**src/rtl/vec_mem_sequencer.sv**
```systemverilog
// vec_mem_sequencer: MEM-stage front end for the 32b data-memory master.
// Scalar accesses pass straight through; vector accesses are split into
// LANES sequential 32b beats while stall_all freezes the pipeline.
// Optional perf counters are enabled by defining VSEQ_PERF_CNT_EN.
module vec_mem_sequencer #(
   parameter int LANES        = 4,
   parameter int READ_LATENCY = 1
) (
   input  logic                  clk,
   input  logic                  reset,
   input  logic                  req_valid,
   input  logic                  req_write,
   input  logic                  req_vector,
   input  logic [31:0]           req_addr,
   input  logic [32*LANES-1:0]   req_wdata,
   output logic [32*LANES-1:0]   rdata,
   output logic                  rdata_valid,
   output logic                  stall_all,
   output logic [31:0]           dm_addr,
   output logic                  dm_read,
   output logic                  dm_write,
   output logic [31:0]           dm_writedata,
   output logic [3:0]            dm_byteenable,
   input  logic [31:0]           dm_readdata,
   input  logic                  dm_waitrequest,
   output logic [31:0]           perf_vec_ops,
   output logic [31:0]           perf_stall_cyc
);

   localparam int IW = (LANES > 1) ? $clog2(LANES) : 1;
   localparam int CW = $clog2(LANES + 1);
   localparam logic [IW-1:0] LAST_BEAT = IW'(LANES - 1);
   localparam logic [CW-1:0] ALL_RSP   = CW'(LANES);

   typedef enum logic [1:0] {IDLE, BURST, DRAIN, DONE} state_t;

   state_t                        state_q, state_d;
   logic [IW-1:0]                 beat_q, beat_d;
   logic [CW-1:0]                 rsp_q, rsp_d;
   logic [31:0]                   base_q, base_d;
   logic [LANES-1:0][31:0]        wdata_q, wdata_d;
   logic                          write_q, write_d;
   logic [LANES-1:0][31:0]        asm_q, asm_d;
   logic [32*LANES-1:0]           rdata_q, rdata_d;
   logic [READ_LATENCY-1:0]       pipe_q, pipe_d;

   assign dm_byteenable = 4'b1111;

   // Next-state, datapath and memory-port outputs.
   always_comb begin
      state_d      = state_q;
      beat_d       = beat_q;
      rsp_d        = rsp_q;
      base_d       = base_q;
      wdata_d      = wdata_q;
      write_d      = write_q;
      asm_d        = asm_q;
      rdata_d      = rdata_q;
      pipe_d       = pipe_q << 1;
      dm_addr      = 32'h0;
      dm_read      = 1'b0;
      dm_write     = 1'b0;
      dm_writedata = 32'h0;
      stall_all    = 1'b0;
      rdata_valid  = 1'b0;
      rdata        = rdata_q;

      // In-order read responses land in the next free lane.
      if (pipe_q[READ_LATENCY-1]) begin
         asm_d[rsp_q[IW-1:0]] = dm_readdata;
         rsp_d                = rsp_q + CW'(1);
      end

      case (state_q)
         IDLE: begin
            if (req_valid && !req_vector) begin
               dm_addr      = req_addr & 32'hFFFF_FFFC;
               dm_read      = ~req_write;
               dm_write     = req_write;
               dm_writedata = req_wdata[31:0];
               stall_all    = dm_waitrequest;
               rdata        = '0;
               rdata[31:0]  = dm_readdata;
               rdata_valid  = ~req_write & ~dm_waitrequest;
            end else if (req_valid && req_vector) begin
               stall_all = 1'b1;
               base_d    = req_addr & 32'hFFFF_FFFC;
               wdata_d   = req_wdata;
               write_d   = req_write;
               beat_d    = '0;
               rsp_d     = '0;
               state_d   = BURST;
            end
         end
         BURST: begin
            stall_all = 1'b1;
            dm_addr   = base_q + (32'(beat_q) << 2);
            dm_read   = ~write_q;
            dm_write  = write_q;
            if (write_q) dm_writedata = wdata_q[beat_q];
            if (!dm_waitrequest) begin
               pipe_d[0] = ~write_q;
               if (beat_q == LAST_BEAT) begin
                  if (write_q || rsp_d == ALL_RSP) state_d = DONE;
                  else                             state_d = DRAIN;
               end else begin
                  beat_d = beat_q + IW'(1);
               end
            end
         end
         DRAIN: begin
            stall_all = 1'b1;
            if (rsp_d == ALL_RSP) state_d = DONE;
         end
         DONE: begin
            rdata_valid = ~write_q;
            state_d     = IDLE;
         end
         default: state_d = IDLE;
      endcase

      // Publish the assembled vector only once the whole load is in.
      if (state_d == DONE && state_q != DONE && !write_q) rdata_d = asm_d;
   end

   // State and datapath registers; reset aborts any burst in flight.
   always_ff @(posedge clk or posedge reset) begin
      if (reset) begin
         state_q <= IDLE;
         beat_q  <= '0;
         rsp_q   <= '0;
         base_q  <= '0;
         wdata_q <= '0;
         write_q <= 1'b0;
         asm_q   <= '0;
         rdata_q <= '0;
         pipe_q  <= '0;
      end else begin
         state_q <= state_d;
         beat_q  <= beat_d;
         rsp_q   <= rsp_d;
         base_q  <= base_d;
         wdata_q <= wdata_d;
         write_q <= write_d;
         asm_q   <= asm_d;
         rdata_q <= rdata_d;
         pipe_q  <= pipe_d;
      end
   end

`ifdef VSEQ_PERF_CNT_EN
   logic [31:0] vec_ops_q, vec_ops_d, stall_cyc_q, stall_cyc_d;

   // Saturating event counters: completed vector ops and stalled cycles.
   always_comb begin
      vec_ops_d   = vec_ops_q;
      stall_cyc_d = stall_cyc_q;
      if (state_q == DONE && vec_ops_q != 32'hFFFF_FFFF) vec_ops_d = vec_ops_q + 32'd1;
      if (stall_all && stall_cyc_q != 32'hFFFF_FFFF)     stall_cyc_d = stall_cyc_q + 32'd1;
   end

   // Counter registers.
   always_ff @(posedge clk or posedge reset) begin
      if (reset) begin
         vec_ops_q   <= '0;
         stall_cyc_q <= '0;
      end else begin
         vec_ops_q   <= vec_ops_d;
         stall_cyc_q <= stall_cyc_d;
      end
   end

   assign perf_vec_ops   = vec_ops_q;
   assign perf_stall_cyc = stall_cyc_q;
`else
   assign perf_vec_ops   = 32'h0;
   assign perf_stall_cyc = 32'h0;
`endif

endmodule

```
**config.mk**
```make
export PLATFORM = sky130hd
export DESIGN_NAME = vec_mem_sequencer
export DESIGN_NICKNAME = d
export VERILOG_FILES = /design/src/rtl/vec_mem_sequencer.sv
export SDC_FILE = /design/constraint.sdc
export NUM_CORES = 1
export LEC_CHECK = 0
export ABC_AREA = 1
export CAP_MARGIN = 10
export CORE_MARGIN = 2
export CORE_UTILIZATION = 55
export CTS_CLUSTER_DIAMETER = 100
export DETAILED_ROUTE_END_ITERATION = 8
export GPL_ROUTABILITY_DRIVEN = 0
export HOLD_SLACK_MARGIN = 0.1
export PLACE_DENSITY = 0.86
export SLEW_MARGIN = 20
export SYNTH_ARGS = -nofsm -noshare
export SYNTH_HDL_FRONTEND = slang
export SYNTH_SLANG_ARGS = --single-unit
```
**constraint.sdc**
```tcl
create_clock -name clk -period 32.4 [get_ports clk]
set_input_delay 6.48 -clock clk [delete_from_list [all_inputs] [get_ports clk]]
set_output_delay 6.48 -clock clk [all_outputs]
set_load 0.02 [all_outputs]
```
-- Yosys cells after proc, flatten, opt, wreduce, memory -nomap -nowiden
Cells that the tools add are included.
W data, S select, Z words.
- register bits: 423
- bits in latches: 0
- RAM bits: 0
- memory bits (read-only): 0
- word-level logic and storage cells: 90
- memories kept: 0
- add/subtract/negate cells: 3
- $mul: 0
- divide/modulo/power cells: 0
- order comparisons: 3
- equal/unequal tests: 11
- shift operators: 0
- muxes and demuxes: 40
- bitwise logic cells: 5
- reductions and logical operators: 13
- operators with widths (kind ; count):
    $mux W128 ; 3
    $mux W32 ; 5
    $bwmux W128 ; 1
    $pmux W32 S2 ; 2
    $bmux W32 S2 ; 1
    $demux W32 S2 ; 1
    $add A32 B4 Y32 ; 1
    $mux W2 ; 9
    $mux W3 ; 4
    $ne A2 B2 Y1 const B ; 5
    $eq A2 B2 Y1 const B ; 4
    $mux W1 ; 8
    $pmux W1 S2 ; 4
    $pmux W2 S4 ; 1
    $lt A2 B3 Y1 const B ; 2
    $logic_and A1 B1 Y1 ; 5
    $reduce_and A5 Y1 ; 1
    $not A1 Y1 ; 4
    $pmux W2 S2 ; 1
    $add A3 B1 Y3 const B ; 1
    $eq A3 B3 Y1 const B ; 1
    $reduce_and A3 Y1 ; 1
    $add A2 B1 Y2 const B ; 1
    $eq A2 B1 Y1 const B ; 1
    other kinds (7) ; 8

-- Longest topological paths before layout
- depth in word-level cells: 11
- depth in mapped cells: 14
- mapped depth without buffers: 12

-- Worst setup path before layout
OpenSTA, ideal clock, no wires.
- kind: input-to-output
- start point: in req_valid
- end point: out rdata[0]
- arrival time: 7.647 ns
- required time: 25.920 ns
- path slack: 18.273 ns
- cell stages on the path: 6
- path buffers: 2
- path through: nand2_1 nor2_4 inv_1 buf_2 buf_2 o21ai_0
- cells in the longest elaborated chain, start to end: 3
- ends and longest elaborated chain (item ; RTL line ; RTL):
    start, declared ; 11 ; input logic req_valid,
    $logic_and A1 B1 Y1 ; 76 ; if (req_valid && !req_vector) begin
    $mux W128 ; 76 ;
    $mux W128 ; 74 ; case (state_q)
    end, declared ; 16 ; output logic [32*LANES-1:0] rdata,
Every way passes these cells.

-- Worst setup path in the final report
- start point: in req_valid
- end point: out rdata[80]
Same word-level chain as after synthesis.

==> reports/summary.txt <==
Setup Viol. Count Final = 0
Pre-antenna DRT Iters = 6
Seq/Total Area, Yosys = 0.518
CP max FO = 75
Hold slack = 469 ps
H-tree levels = 2
Worst min path class = reg2reg
CP peak stage delay = 570 ps
Antenna-violating nets left = 0
Yosys warns = 0
Row cnt = 70
Number of library cell types mapped by synthesis = 33
Slew @ Worst Pin = 1180 ps
Total CTS buffers = 45
Clock Skews = 39.2 ps
Worst Setup End Kind = output port
Max VDD drop = 0.0849 mV
Worst flop-to-flop path endpoint = rdata_q[59]
Clock Power Share = 0.203
Peak Freq = 63.2 MHz
Post-route cell area = 25800 um^2
Post-synth EDFFs = 0
Relative slew slack = 0.217
Sink Count = 423
Die Span Y = 197 um
Die Wd = 197 um
Largest net degree at the start of global routing = 138
Core area = 36600 um^2
Seq pwr share = 0.333
Placed cells = 3207
CP startpoint kind = primary input
Final Power = 2810 uW
Top-area cell type share of the netlist area = 0.518
Worst Hold Path EP = rdata_q[34]
Fin. Hold Viols = 0
Placed inst area = 24100 um^2
CP max-delay cell = clkdlybuf4s50_1
Clock Pin Slew Worst Setup and Hold Paths = 60 ps
Most common flop cell mapped by yosys = dfrtp_1
Max Cap Violations = 0
Via/cell ratio = 5.74
Pins Over Slew Limit = 0
Wirelength per Cell = 19.6 um
Number of global-route vias before repair = 18300
Layout cell share with drive strength beyond 1 = 0.0655
GRT Util Overall = 0.328
Critical path class = in2out
Delay-heaviest family, CP = buffers and inverters
Port bufs = 389
LEAKAGE = 0.0124 uW
Syn Std Cell Area = 20400 um^2
Initial core utilization = 0.558
Routed WL = 64.8 mm
Synth Instances = 2497
WP data arrival = 9350 ps
Non-filler instance count after layout = 3302
Min-delay src = rdata_q[34]
Sequence of cells on the critical path = clkdlybuf4s50_1 -> nand2_1 -> nor2_4 -> buf_4 -> buf_4 -> buf_16 -> nor2_1 -> clkdlybuf4s50_1
First-pass GRT wire length = 100 mm
Post_cts resized = 0
Clock root cell = clkbuf_16
Final setup TNS = 0 ps
Top cells by area, synth = dfrtp_1, nand2_1, o21ai_0
Flops & latches, synth = 423
Ys async rst share = 1.00
Mapped Avg Cell Area = 8.18 um^2
TritonCTS clock tree = built
Detailed Route Iter0 Violations = 2006
Initial antenna violation count = 10
Fin nets = 2998
Clock latency on the worst-skew pair = 600 ps
R2R depth = 12
I/O pin cnt = 462
FF-to-FF setup slack = 28120 ps
Combinational power share = 0.465
Period utilization = 0.489
Global route overflow = 0
Deepest clock path buffer count = 3
Switching part of the total = 0.423
Psw = 1190 uW
Crit. Startpoint = req_valid
Internal Power = 1620 uW
Cell type with the largest total area after synthesis = dfrtp_1
Unrepaired setup endpoints after global routing = no
Outcome = finished, final reports clean
Die area = 38700 um^2
Post CTS Setup Buffer Count = 0
WHS Path Cells = 2
Via count = 19000
Hold_buf cts = 0
Hpwl dp = 41.2 mm
Min cycle time layout = 15830 ps
Area growth, synth to finish = 26.6%
CP Data Required Time = 25920 ps
WP buf/inv = 5
Worst R2R Start = beat_q[1]
Power Density = 109 nW/um^2
# DRC = 0
## worst max-delay path by stage
stage | slack [ps] | to | cells after the start
final | 16570 | rdata[80] | 8
after global routing | 16400 | rdata[80] | 8
after CTS | 16160 | rdata_valid | 8
after detailed placement | 16170 | rdata_valid | 8
after global placement | 16230 | rdata_valid | 8
after floorplan | 14140 | asm_q[0] | 1
## power by group through the flow
stage	clock, uW	combinational (uW)	sequential (uW)
after floorplan	0	830	894
after global placement	0	1230	916
after detailed placement	0	1270	932
after CTS	571	1290	929
after global routing	594	1420	959
final	569	1310	935
## logic make-up after synthesis
family          after synthesis  synth area share
xor+xnor                      1          0.000429
mux                          66            0.0364
buf+inv                     463             0.104
compound gates              438             0.109
simple gates               1092             0.225
other cells                   2          0.000368
fa+ha+maj                    12           0.00772
flops                       423             0.518
## sequential cells by signal, indices dropped and copies added (netlist names)
signal,cells
write_q,1
pipe_q,1
asm_q,128
state_q,2
rdata_q,128
wdata_q,128
beat_q,2
base_q,30
rsp_q,3
## per-stage QoR
step / worst slack, ps / util
3_5_place_dp: 16170 / 0.658
4_1_cts: 16160 / 0.704
2_1_floorplan: 14140 / -
6_report: 16570 / 0.706
3_3_place_gp: 16230 / 0.658
5_1_grt: 16400 / 0.706
## cell type report
| type | count | area, um^2 |
|---|---|---|
| inverters | 227 | 860 |
| diodes | 10 | 25.0 |
| well taps | 468 | 586 |
| clock inverters | 20 | 387 |
| repair buffers | 412 | 4110 |
| multi-input cells | 1679 | 8020 |
| fillers | 2625 | 10800 |
| flip-flops and latches | 423 | 10600 |
| clock buffers | 63 | 1270 |
## cell usage after synthesis (3+ instances only)
master    instances
dfrtp_1         423
nor2_2            3
buf_1            14
buf_4            76
ha_1             11
buf_2            75
mux2_2           66
nand2_1         710
o21ai_1          12
inv_2             4
nor3_1           12
nor2_1          152
nand3_1          73
nand4_1         133
o21ai_0         374
a21oi_1          44
inv_1           222
clkbuf_1         71
## cells in the final DEF, fill, tap and decap left out, types with 2 or more instances in the layout
master           synthesis  final
nand3_1                 73     73
o21ai_1                 12     12
inv_2                    4      5
nand4_1                133    133
clkinvlp_4               0      2
diode_2                  0     10
inv_1                  222    220
nor3_1                  12     12
buf_4                   76     19
clkinv_2                 0      6
nand3_4                  0      2
a32o_1                   2      2
ha_1                    11     10
bufinv_16                0      8
clkinv_16                0      3
a21oi_1                 44     44
nor2_4                   2      4
conb_1                   2     70
dfrtp_1                423    421
clkdlybuf4s50_1          0    389
buf_6                    0      2
nand2_4                  0      2
nor2_1                 152    152
o21ai_0                374    374
o22ai_1                  2      2
a22o_1                   2      2
mux2_2                  66     66
dfrtp_2                  0      2
clkbuf_1                71     10
inv_8                    0      2
clkbuf_8                 0      8
nand2_1                710    706
nand2_2                  2      4
clkbuf_16                0     45
## tightest hold or removal path: stages, from the launching register on
cell     delay (ps)
dfrtp_1         340
nand2_1          50
nand2_1          50
## metal layers
layer | global-route usage | share of wire | up-vias | wire, um
li1 | - | - | 8530 | -
met1 | 0.415 | 0.37 | 9079 | 24100
met2 | 0.520 | 0.47 | 1138 | 30200
met3 | 0.0768 | 0.10 | 220 | 6520
met4 | 0.190 | 0.061 | 0 | 3920
met5 | 0 | 0 | - | 0
No activity file was read; power rests on OpenSTA's default activity.
